===== src/rtl/spi_pkg.sv =====
// Shared SPI link definitions.
// Word format common to the transmitter and receiver.
package spi_pkg;

  localparam int SPI_DW = 8;
  localparam logic DC_CMD = 1'b0;
  localparam logic DC_DATA = 1'b1;

  typedef struct packed {
    logic       dc;
    logic [7:0] data;
  } spi_word_t;

endpackage


===== src/rtl/spi_rx_fifo.sv =====
// First-word-fall-through FIFO for received words.
// Head word reads as zero while empty.
module spi_rx_fifo
  import spi_pkg::*;
#(
  parameter int W     = SPI_DW + 1,
  parameter int DEPTH = 4
) (
  input  logic                     clk,
  input  logic                     reset,
  input  logic                     push,
  input  logic [W-1:0]             wdata,
  input  logic                     pop,
  output logic [W-1:0]             rdata,
  output logic                     full,
  output logic                     empty,
  output logic [$clog2(DEPTH):0]   count
);

  localparam int AW = $clog2(DEPTH);

  logic [W-1:0]  mem [DEPTH];
  logic [AW-1:0] wptr;
  logic [AW-1:0] rptr;
  logic          do_push;
  logic          do_pop;

  assign empty   = (count == '0);
  assign full    = (count == (AW+1)'(DEPTH));
  assign do_pop  = pop & ~empty;
  assign do_push = push & (~full | do_pop);
  assign rdata   = empty ? '0 : mem[rptr];

  // Storage array; contents are masked while empty.
  always_ff @(posedge clk) begin
    if (do_push) mem[wptr] <= wdata;
  end

  // Pointers wrap naturally; count tells full from empty.
  always_ff @(posedge clk) begin
    if (reset) begin
      wptr  <= '0;
      rptr  <= '0;
      count <= '0;
    end else begin
      if (do_push) wptr <= wptr + 1'b1;
      if (do_pop)  rptr <= rptr + 1'b1;
      case ({do_push, do_pop})
        2'b10:   count <= count + 1'b1;
        2'b01:   count <= count - 1'b1;
        default: count <= count;
      endcase
    end
  end

endmodule


===== src/rtl/spi_rx_slave.sv =====
// Oversampling mode-0 SPI receiver.
// Tags bytes with dc and queues them for a consumer.
module spi_rx_slave
  import spi_pkg::*;
#(
  parameter int DATA_W      = SPI_DW,
  parameter int FIFO_DEPTH  = 4,
  parameter int SYNC_STAGES = 2
) (
  input  logic              clk,
  input  logic              reset,
  input  logic              cs,
  input  logic              scl,
  input  logic              sda,
  input  logic              dc,
  output logic [DATA_W-1:0] rx_data,
  output logic              rx_dc,
  output logic              rx_valid,
  input  logic              rx_ready,
  output logic              frame_active,
  output logic              frame_done,
  output logic [7:0]        byte_count,
  output logic              err_partial,
  output logic              err_overflow,
  input  logic              clr_err
);

  localparam int SS = SYNC_STAGES;
  localparam int BW = $clog2(DATA_W) + 1;
  localparam int CW = $clog2(FIFO_DEPTH) + 1;

  logic [SS-1:0]     cs_q, scl_q, sda_q, dc_q;
  logic              cs_d, scl_d;
  logic [SS:0]       fill;
  logic              armed;
  logic              cs_s, scl_s, sda_s, dc_s;
  logic              cs_fall, cs_rise, scl_rise;
  logic [BW-1:0]     bit_cnt;
  logic [DATA_W-2:0] shift;
  logic              last_bit;
  logic              push, pop, full, empty;
  logic [DATA_W:0]   wword, rword;
  logic [CW-1:0]     fifo_count;
  logic              partial_evt, ovf_evt;
  logic              count_unused;

  assign cs_s  = cs_q[SS-1];
  assign scl_s = scl_q[SS-1];
  assign sda_s = sda_q[SS-1];
  assign dc_s  = dc_q[SS-1];

  // A falling cs only counts once a genuine idle-high cs has
  // been seen after reset, so an interrupted frame is not resumed.
  assign cs_fall  = armed & cs_d & ~cs_s;
  assign cs_rise  = ~cs_d & cs_s & frame_active;
  assign scl_rise = ~scl_d & scl_s & ~cs_s & frame_active;
  assign last_bit = (bit_cnt == BW'(DATA_W - 1));

  assign push  = scl_rise & last_bit;
  assign wword = {dc_s, shift, sda_s};
  assign pop   = rx_valid & rx_ready;

  assign partial_evt = cs_rise & (bit_cnt != '0);
  assign ovf_evt     = push & full & ~pop;

  assign rx_valid = ~empty;
  assign rx_dc    = rword[DATA_W];
  assign rx_data  = rword[DATA_W-1:0];
  assign count_unused = ^fifo_count;

  // Input synchronisers, edge-detect copies and post-reset arming.
  always_ff @(posedge clk) begin
    if (reset) begin
      cs_q  <= '1;
      scl_q <= '0;
      sda_q <= '0;
      dc_q  <= '0;
      cs_d  <= 1'b1;
      scl_d <= 1'b0;
      fill  <= '0;
      armed <= 1'b0;
    end else begin
      cs_q  <= {cs_q[SS-2:0], cs};
      scl_q <= {scl_q[SS-2:0], scl};
      sda_q <= {sda_q[SS-2:0], sda};
      dc_q  <= {dc_q[SS-2:0], dc};
      cs_d  <= cs_s;
      scl_d <= scl_s;
      fill  <= {fill[SS-1:0], 1'b1};
      armed <= armed | (fill[SS] & cs_s);
    end
  end

  // Framing, deserialising, byte counting and sticky errors.
  always_ff @(posedge clk) begin
    if (reset) begin
      frame_active <= 1'b0;
      frame_done   <= 1'b0;
      bit_cnt      <= '0;
      shift        <= '0;
      byte_count   <= '0;
      err_partial  <= 1'b0;
      err_overflow <= 1'b0;
    end else begin
      frame_done <= 1'b0;
      if (cs_fall) begin
        frame_active <= 1'b1;
        bit_cnt      <= '0;
        byte_count   <= '0;
      end else if (cs_rise) begin
        frame_active <= 1'b0;
        frame_done   <= 1'b1;
        bit_cnt      <= '0;
      end else if (scl_rise) begin
        shift <= {shift[DATA_W-3:0], sda_s};
        if (last_bit) begin
          bit_cnt <= '0;
          if (byte_count != 8'hFF)
            byte_count <= byte_count + 8'd1;
        end else begin
          bit_cnt <= bit_cnt + 1'b1;
        end
      end
      err_partial  <= (err_partial & ~clr_err) | partial_evt;
      err_overflow <= (err_overflow & ~clr_err) | ovf_evt;
    end
  end

  spi_rx_fifo #(
    .W     (DATA_W + 1),
    .DEPTH (FIFO_DEPTH)
  ) u_fifo (
    .clk   (clk),
    .reset (reset),
    .push  (push),
    .wdata (wword),
    .pop   (pop),
    .rdata (rword),
    .full  (full),
    .empty (empty),
    .count (fifo_count)
  );

endmodule

===== config.mk =====
export PLATFORM = sky130hd
export DESIGN_NAME = spi_rx_slave
export DESIGN_NICKNAME = d
export VERILOG_FILES = /design/src/rtl/spi_pkg.sv /design/src/rtl/spi_rx_fifo.sv /design/src/rtl/spi_rx_slave.sv
export SDC_FILE = /design/constraint.sdc
export NUM_CORES = 1
export LEC_CHECK = 0
export BUFFER_PORTS_ARGS = -buffer_cell sky130_fd_sc_hd__buf_2
export CORE_MARGIN = 5
export CORE_UTILIZATION = 52
export CTS_CLUSTER_DIAMETER = 50
export DETAILED_ROUTE_END_ITERATION = 8
export PLACE_DENSITY = 0.75
export REMOVE_ABC_BUFFERS = 1
export SYNTH_ARGS = -nofsm -noshare
export SYNTH_HDL_FRONTEND = slang
export SYNTH_SLANG_ARGS = --single-unit

===== constraint.sdc =====
create_clock -name clk -period 2.4 [get_ports clk]
set_input_delay 0.48 -clock clk [delete_from_list [all_inputs] [get_ports clk]]
set_output_delay 0.48 -clock clk [all_outputs]
set_load 0.05 [all_outputs]

# [Word-level counts from Yosys, hierarchy flattened]
# Memories as Yosys holds them, arrays and structs flattened. A register that Yosys moved wholly into a read port is not among the register bits.
# Index checks and enable logic that the tools add are counted.
[word_totals] regBits=44 latch_bits=0 mem_bits_rw=36 mem_bits_ro=0 wordCells=80 memories=1
[memory_table] memory="u_fifo.mem" depth=4 width=9 read_ports=1 rd_ports_with_merged_regs=1 write_ports=1 line="spi_rx_fifo.sv:22" rtl="logic [W-1:0] mem [DEPTH];"
[op_classes] addsub=6 mul=0 div_mod_pow=0 magnitude_cmp=0 n_eq_ne=5 shifts=0 n_mux=11 bitwise_logic=30 reduce_logical=8
[ops] cell="1-bit AND" count=17
[ops] cell="9-bit 2-to-1 mux" count=1
[ops] cell="1-bit inverter" count=9
[ops] cell="8-bit by 1-bit adder with 8-bit output, second input constant" count=1
[ops] cell="8-bit inequality test, second input constant" count=1
[ops] cell="1-bit 2-to-1 mux" count=6
[ops] cell="3-bit case mux with 2 select lines" count=1
[ops] cell="2-bit by 1-bit adder with 2-bit output, second input constant" count=2
[ops] cell="4-bit by 1-bit adder with 4-bit output, second input constant" count=1
[ops] cell="4-bit by 3-bit equality test with 1-bit output, second input constant" count=1
[ops] cell="2-bit 2-to-1 mux" count=2
[ops] cell="4-bit 2-to-1 mux" count=1
[ops] cell="1-bit bitwise OR" count=4
[ops] cell="4-bit AND reduction" count=1
[ops] cell="2-bit nonzero test" count=2
[ops] cell="4-bit nonzero test" count=1
[ops] cell="3-bit by 1-bit adder with 3-bit output, second input constant" count=1
[ops] cell="3-bit equality test, second input constant" count=1
[ops] cell="3-bit zero test" count=1
[ops] cell="3-bit AND reduction" count=1
[ops] cell="3-bit OR reduction" count=1
[ops] cell="3-bit by 1-bit subtractor with 3-bit output, second input constant" count=1
[ops] cell="2-bit by 1-bit equality test with 1-bit output, second input constant" count=1
[ops] cell="2-bit equality test, second input constant" count=1
[ops] cell="2-bit OR reduction" count=1

# [Logic depth before layout (Yosys ltp)]
# Gate-level depths: netlist of the first run.
[depth] ltp_word=8 ltp_mapped=10 ltp_nobuf=10

# [By module]
# Synthesis of the first run repeated with hierarchy kept, for this count alone.
[unflattened] cells_unflattened=269 area_unflattened_um2=3348.2
[modules_own_cells] mod="spi_rx_fifo" n_inst=1 cells_per_inst=121 area_per_inst_um2=1928.1 seq_area_each_um2=1261.2
[modules_own_cells] mod="spi_rx_slave" n_inst=1 cells_per_inst=148 area_per_inst_um2=1420.1 seq_area_each_um2=740.7

# [Worst setup path after synthesis of the first run]
# No wires, ideal clock.
[synth_timing] path_kind="reg2reg" from="reg frame_active" to="reg u_fifo.count[2]" setup_ps=70 arrival_ps=2261 t_required_ps=2330 slack_ps=68 stages_incl_launch_ff=11 n_path_buf=1 cell_sequence="dfxtp_1 nand4bb_1 buf_2 nor3_2 inv_1 ha_1 inv_1 fa_1 xor2_1 or3_1 a21oi_1"
[synth_between] elab_chain_len=5
[synth_lines] item="start: declaration" line="spi_rx_slave.sv:20" rtl="output logic frame_active,"
[synth_lines] item="start signal: assignment" line="spi_rx_slave.sv:97" rtl="frame_active <= 1'b0;"
[synth_lines] item="start signal: assignment" line="spi_rx_slave.sv:107" rtl="frame_active <= 1'b1;"
[synth_lines] item="start signal: assignment" line="spi_rx_slave.sv:111" rtl="frame_active <= 1'b0;"
[synth_lines] item="1-bit AND (*)" line="spi_rx_slave.sv:56" rtl="assign scl_rise = ~scl_d & scl_s & ~cs_s & frame_active;"
[synth_lines] item="1-bit AND (*)" line="spi_rx_slave.sv:59" rtl="assign push = scl_rise & last_bit;"
[synth_lines] item="1-bit AND (*)" line="spi_rx_fifo.sv:31" rtl="assign do_push = push & (~full | do_pop);"
[synth_lines] item="2-bit by 1-bit equality test with 1-bit output or 2-bit equality test (tied branches)" line="spi_rx_fifo.sv:48" rtl="case ({do_push, do_pop})"
[synth_lines] item="3-bit case mux with 2 select lines or 2-bit nonzero test (tied branches)"
[synth_lines] item="end signal: assignment" line="spi_rx_fifo.sv:49" rtl="2'b10: count <= count + 1'b1;"
[synth_lines] item="end signal: assignment" line="spi_rx_fifo.sv:50" rtl="2'b01: count <= count - 1'b1;"
[synth_lines] item="end signal: assignment" line="spi_rx_fifo.sv:51" rtl="default: count <= count;"
[synth_lines] item="end: declaration" line="spi_rx_fifo.sv:17" rtl="output logic [$clog2(DEPTH):0] count"
# Every way passes the cells marked *; elsewhere a longest branch is shown, timed or not.
# A chain may end at the register's enable or synchronous reset.

==> results of run 1 <==
-- metrics by stage --
stage,setup WS (ps),TNS (ps)
after detailed placement,-14.97,-14.97
after CTS,53.42,0
after global placement,3.656,0
after floorplan,-8.734,-8.734
final,104.3,0
after global routing,11.56,0
-- worst max-delay path, cell delays in order, from the launching register on --
cell,delay (ps)
dfxtp_2,400
buf_4,200
mux4_2,500
and2_1,160
buf_2,200
-- registers in the layout, indices dropped and copies added (netlist names), named ones only --
name / cells
scl_d: 1
scl_q: 2
byte_count: 8
shift: 7
sda_q: 2
cs_d: 1
frame_done: 1
frame_active: 1
cs_q: 2
u_fifo.count: 3
fill: 3
err_partial: 1
armed: 1
u_fifo.rptr: 2
u_fifo.wptr: 2
u_fifo.mem: 36
err_overflow: 1
dc_q: 2
bit_cnt: 4
-- worst max path at each step --
stage	cells after the start	to	slack (ps)	from
final	4	rx_data[7]	100	flip-flop
after global routing	4	rx_data[4]	10	flip-flop
after floorplan	9	u_fifo.count[2]	-9	frame_active
after detailed placement	11	u_fifo.count[2]	-10	rx_ready
after CTS	4	rx_data[7]	50	flip-flop
after global placement	11	u_fifo.count[2]	4	rx_ready
-- cells in the final DEF (no fill, tap or decap) --
| cell type | n |
|---|---|
| inv_1 | 12 |
| and4bb_4 | 1 |
| nor3_1 | 1 |
| or3_1 | 5 |
| dfxtp_2 | 1 |
| nand2_1 | 18 |
| o2111ai_1 | 1 |
| buf_4 | 6 |
| and2_1 | 14 |
| xor2_1 | 6 |
| o211ai_4 | 1 |
| clkinv_4 | 2 |
| o21ai_0 | 5 |
| a31oi_1 | 1 |
| nand3_1 | 14 |
| nand4bb_1 | 1 |
| xnor2_1 | 2 |
| fa_1 | 1 |
| or2_2 | 2 |
| ha_1 | 8 |
| nor2_1 | 19 |
| mux4_2 | 9 |
| nor4_1 | 3 |
| edfxtp_1 | 36 |
| nor3_2 | 1 |
| dfxtp_1 | 45 |
| mux2i_1 | 4 |
| nor4b_1 | 1 |
| clkinv_2 | 2 |
| nor2b_1 | 9 |
| clkinvlp_4 | 2 |
| nand3b_1 | 3 |
| a21oi_1 | 19 |
| clkbuf_8 | 10 |
| o21a_1 | 1 |
| buf_2 | 29 |
| nand4_1 | 2 |
| and3b_1 | 1 |
-- what timing repair did --
action / 4_1_cts / 5_1_grt
hold buffers: 0 / 0
endpoints found under the hold margin: 0 / 0
resized for setup: 1 / 0
setup endpoints to repair: 6 / 0
-- kinds of logic (layout without fill, tap and decap cells) --
logic type | count (synthesis) | count (layout) | synth area share [%]
simple gates | 95 | 95 | 15.99
flops | 82 | 82 | 62.72
compound gates | 28 | 28 | 5.135
buf+inv | 21 | 63 | 2.587
mux | 13 | 13 | 7.605
fa+ha+maj | 9 | 9 | 3.763
xor+xnor | 8 | 8 | 2.195
-- cell type report --
class / instances / area share (%)
inverter: 12 / 1.244
multi-input combinational: 153 / 30.59
tap: 75 / 2.592
clock buffer: 10 / 3.802
timing repair buffer: 35 / 5.254
clock inverter: 6 / 1.175
sequential: 82 / 55.34
-- power breakdown --
part	switching [µW]	total (µW)	internal, µW
registers	4.97	1460	1450
logic	18.2	30.6	12.4
clock network	486	889	403
total	510	2380	1870
-- layer usage --
layer / vias to the layer above / share of wire, % / track usage (%)
li1: 975 / - / -
met5: - / 0 / 0
met4: 0 / 2.4 / 9.203
met3: 11 / 3.5 / 2.514
met1: 956 / 45 / 18.49
met2: 36 / 49 / 26.51
==> results by group, run 1 <==
Status
  • Status: completed

Timing
  • Final Hold Vio Count: 0
  • Fin Hold WS: 308.8 ps
  • Rel. slew slack: 67.51%
  • RSZ-0062 raised after global routing: no
  • Max-slew violations: 0
  • Slew @ Worst Pin: 487.3 ps
  • F_max: 435.6 MHz
  • # setup viols final: 0
  • Post-layout min period: 2296 ps
  • Tcrit/Tclk final: 95.65%
  • Clock skew: 9.040 ps

Floorplanning
  • FP Rows: 28
  • Initial Util: 53.59%
  • Core area: 0.005956 mm²
  • Die Area: 0.007805 mm²
  • Die Span X: 88.35 µm
  • Die height: 88.35 µm
  • I/O pins: 30

Synthesis
  • YS warnings: 0
  • Top-count cell post-synth: dfxtp_1
  • Synth Flop Type: dfxtp_1
  • Avg Inst Size Synth: 12.47 µm²
  • Cell variety after synth: 33
  • Area share of the largest cell type after synthesis: 33.87%
  • Post-synth EDFFs: 36
  • Synth Cell Area: 0.003192 mm²
  • #FFs+latches synth: 82
  • Synthesized instance count: 256
  • Seq/Total Area, Yosys: 62.72%
  • FFs w/ async S/R, synth: 0%
  • Top cells by area, synth: edfxtp_1 (34%), dfxtp_1 (29%), mux4_2 (6.4%)
  • Area leader, netlist: edfxtp_1
  • Top cells by count, synth: dfxtp_1 (46), edfxtp_1 (36), a21oi_1 (19), nor2_1 (19), nand2_1 (18)

Power and ir drop
  • Lkg Pwr: 0.001297 µW
  • VDD IR-drop max: 408.2 µV
  • PwrDens: 657.4 mW/mm²
  • Pwr Total: 2380 µW

Global route
  • Vias in the first global route: 1,902
  • All-Layer GR Usage: 15.54%
  • Pin count of the biggest net entering global routing: 32
  • Initial antenna violation count: 0
  • Overflow after GRT: 0
  • First-pass GRT wire length: 9025 µm

Clocking
  • Clk Latency, worst-skew pair: 350 ps
  • CTS tree: built
  • Post-CTS setup buffer count: 0
  • Clock Sinks: 82
  • Root Buffer: clkbuf_8
  • Maximum clock insertion buffer count: 2
  • CTS clock-pin slew for the worst setup and hold paths: 80 ps
  • H-tree depth: 3
  • CTS Buf Count: 9

Layout
  • Final Util: 60.78%
  • Filler Cell Count: 502
  • Nets@finish: 310
  • Area of the multi-input gates: 0.001107 mm²
  • Layout cells sized above 1: 22.15%
  • Design Area, Final: 0.003620 mm²
  • Layout Cells excl Fill: 373
  • Area growth, synth to finish: 13.41%
  • Antenna cell count: 0
  • Reg area: 0.002003 mm²

Drt
  • Post-DRT Antenna Nets: 0
  • WL/cell: 14.53 µm
  • Vias post-DR: 1,978
  • DRT iter0 DRCs: 81
  • DRC Markers: 0
  • Vias per Instance: 5.303
  • Drt pass-1 iters: 5
  • Post-Route WL: 5420 µm

Place
  • Post-Place Cells: 357
  • Placed cell areas: 0.003438 mm²
  • GP Congestion: 0.7772
  • I/O Buffers: 29
  • Hpwl dp: 3677 µm

Worst setup path
  • Critical R2R Launch: u_fifo.count[0]
  • CP required: 1920 ps
  • Startpoint Class: flip-flop
  • R2R Path End: u_fifo.count[2]
  • CP Class: flip-flop to primary output
  • FF-to-FF path depth: 10
  • Max FO, Critical Path: 6
  • Internal reg-to-reg setup slack: 190 ps
  • Crit end category: primary output
  • Crit path arrival time: 1820 ps

Hold path
  • Hold Path Sink: cs_q[0]
  • Hold WC Path Type: input port to flip-flop
  • Hold Startpoint: cs
  • Hold depth: 2

Run
  • Max Cap Viol: 0
(Power assumes the default switching activity.)
==> run 2, diff against run 1 <==
Settings changed: CELL_PAD_IN_SITES_DETAIL_PLACEMENT set to 1, CELL_PAD_IN_SITES_GLOBAL_PLACEMENT set to 2, CORE_UTILIZATION 52 to 36, SYNTH_HIERARCHICAL set to 1.
==> results by group, run 2 <==
Status
  • Status: completed

Global route
  • Vias in the first global route: 2,135
  • Pin count of the biggest net entering global routing: 25
  • Overflow after GRT: 0
  • First-pass GRT wire length: 10,520 µm
  • Initial antenna violation count: 0
  • All-Layer GR Usage: 11.67%

Synthesis
  • Synth Flop Type: dfxtp_1
  • Avg Inst Size Synth: 12.45 µm²
  • Top cells by area, synth: edfxtp_1 (32%), dfxtp_1 (28%), mux4_2 (6.1%)
  • Area leader, netlist: edfxtp_1
  • Synth Cell Area: 0.003348 mm²
  • Seq/Total Area, Yosys: 59.79%
  • YS warnings: 6
  • Top cells by count, synth: dfxtp_1 (46), edfxtp_1 (36), nor2_1 (29)
  • Area share of the largest cell type after synthesis: 32.29%
  • Cell variety after synth: 45
  • Post-synth EDFFs: 36
  • Synthesized instance count: 269
  • Top-count cell post-synth: dfxtp_1
  • FFs w/ async S/R, synth: 0%
  • #FFs+latches synth: 82

Floorplanning
  • Core area: 0.009153 mm²
  • Die height: 106.4 µm
  • I/O pins: 30
  • Die Area: 0.01133 mm²
  • FP Rows: 35
  • Initial Util: 36.58%
  • Die Span X: 106.4 µm

Clocking
  • Clock Sinks: 82
  • CTS Buf Count: 9
  • Maximum clock insertion buffer count: 2
  • Post_cts resized: 0
  • H-tree depth: 3
  • Post-CTS setup buffer count: 0
  • CTS Hold Bufs: 0
  • CTS clock-pin slew for the worst setup and hold paths: 80 ps
  • Root Buffer: clkbuf_8
  • CTS tree: built
  • Clk Latency, worst-skew pair: 340 ps

Timing
  • Fin Hold WS: 317.8 ps
  • Final Hold Vio Count: 0
  • Final worst slack: 174.9 ps
  • RSZ-0062 raised after global routing: no
  • # setup viols final: 0
  • F_max: 449.4 MHz
  • Clock skew: 7.693 ps
  • Max-slew violations: 0
  • Post-layout min period: 2225 ps
  • Slew @ Worst Pin: 494.1 ps
  • Setup TNS: 0 ps
  • Tcrit/Tclk final: 92.71%
  • Rel. slew slack: 67.06%

Layout
  • Area growth, synth to finish: 13.98%
  • Reg area: 0.002002 mm²
  • Filler Cell Count: 982
  • Commonest non-fill, non-tap cells in the layout: dfxtp_1 (46), edfxtp_1 (36), nor2_1 (29), buf_2 (29), nor2b_1 (21)
  • Nets@finish: 318
  • Top Registers: u_fifo/mem x36, byte_count x8, shift x7
  • Top reg by flops: u_fifo/mem
  • Max reg flops: 36
  • Area of the multi-input gates: 0.001225 mm²
  • Layout Cells excl Fill: 418
  • Commonest non-fill, non-tap cell in the layout: dfxtp_1
  • Antenna cell count: 0
  • Layout cells sized above 1: 23.45%

Power and ir drop
  • Sequential share of power: 58.7%
  • VDD IR-drop max: 284.8 µV
  • PwrDens: 651.1 mW/mm²
  • Sw Pwr: 530.1 µW
  • Gate power share: 1.3%
  • Pwr Total: 2485 µW
  • Lkg Pwr: 0.001474 µW
  • Switching part of the total: 21.33%
  • Pint: 1955 µW
  • Power share of the clock group: 40.0%

Worst setup path
  • Internal reg-to-reg setup slack: 170 ps
  • CP required: 1920 ps
  • CP Class: flip-flop to primary output
  • Crit end category: primary output
  • Crit path arrival time: 1750 ps
  • Max FO, Critical Path: 9
  • Startpoint Class: flip-flop

Hold path
  • Hold WC Path Type: input port to flip-flop

Place
  • Worst slack, placed: 183.8 ps
  • Hpwl dp: 4523 µm
  • GP Congestion: 0.8285
  • Post-Place Cells: 402
  • I/O Buffers: 29

Drt
  • Drt pass-1 iters: 4
  • Post-Route WL: 6329 µm
  • DRC Markers: 0
  • Post-DRT Antenna Nets: 0
  • Vias per Instance: 4.964
  • Vias post-DR: 2,075
  • WL/cell: 15.14 µm
  • DRT iter0 DRCs: 46

Run
  • Max Cap Viol: 0
run 2: path summary, 6_finish.rpt:
path	startpoint	to	cells past startpoint
hold reg to reg	cs_q[0]	cs_q[1]	1
setup / recovery	flip-flop	rx_data[4]	4
setup reg to reg	bit_cnt[0]	u_fifo/count[2]	10
hold / removal	cs	cs_q[0]	2
run 2: logic make-up after synthesis:
family                     share of synthesized area, %
muxes                                             9.417
DFF                                               59.79
adders and majority gates                         3.214
AOI/OAI and AO/OA                                 5.755
xor gates and xnor gates                          1.569
and+or+nand+nor                                   16.63
buffers and inverters                             3.625
run 2: routing by layer:
| metal | global-route usage, % | part of all wire, % | vias to the layer above |
|---|---|---|---|
| met5 | 0 | 0 | - |
| met4 | 3.470 | 0.93 | 0 |
| met3 | 3.036 | 3.5 | 6 |
| met2 | 19.46 | 49 | 29 |
| met1 | 14.95 | 47 | 1013 |
| li1 | - | - | 1027 |
run 2: cell type report:
type / instances / area share, %
Sequential cell: 82 / 52.46
Multi-Input combinational cell: 160 / 32.10
Timing Repair Buffer: 37 / 5.377
Tap cell: 111 / 3.639
Clock buffer: 9 / 3.246
Clock inverter: 7 / 2.000
Inverter: 12 / 1.180
run 2: power by group through the flow:
stage	clock, µW	combinational [µW]	sequential [µW]
finish	993	32.7	1460
global route	1100	37.6	1460
CTS	1030	33.7	1460
detailed placement	0	33.7	1490
global placement	0	33.3	1490
floorplan	0	13.7	1490
run 2: critical path, stage by stage, from the launching register on:
cell and delay (ps):
dfxtp_1 320, buf_4 210, mux4_2 530, nor2b_1 140, buf_2 200
run 2: metrics by stage:
stage / utilization, % / cell area (µm²)
6_report: 41.70 / 3816
5_1_grt: 41.70 / 3816
4_1_cts: 41.70 / 3816
2_1_floorplan: - / 3272
3_5_place_dp: 39.51 / 3616
3_3_place_gp: 39.51 / 3616
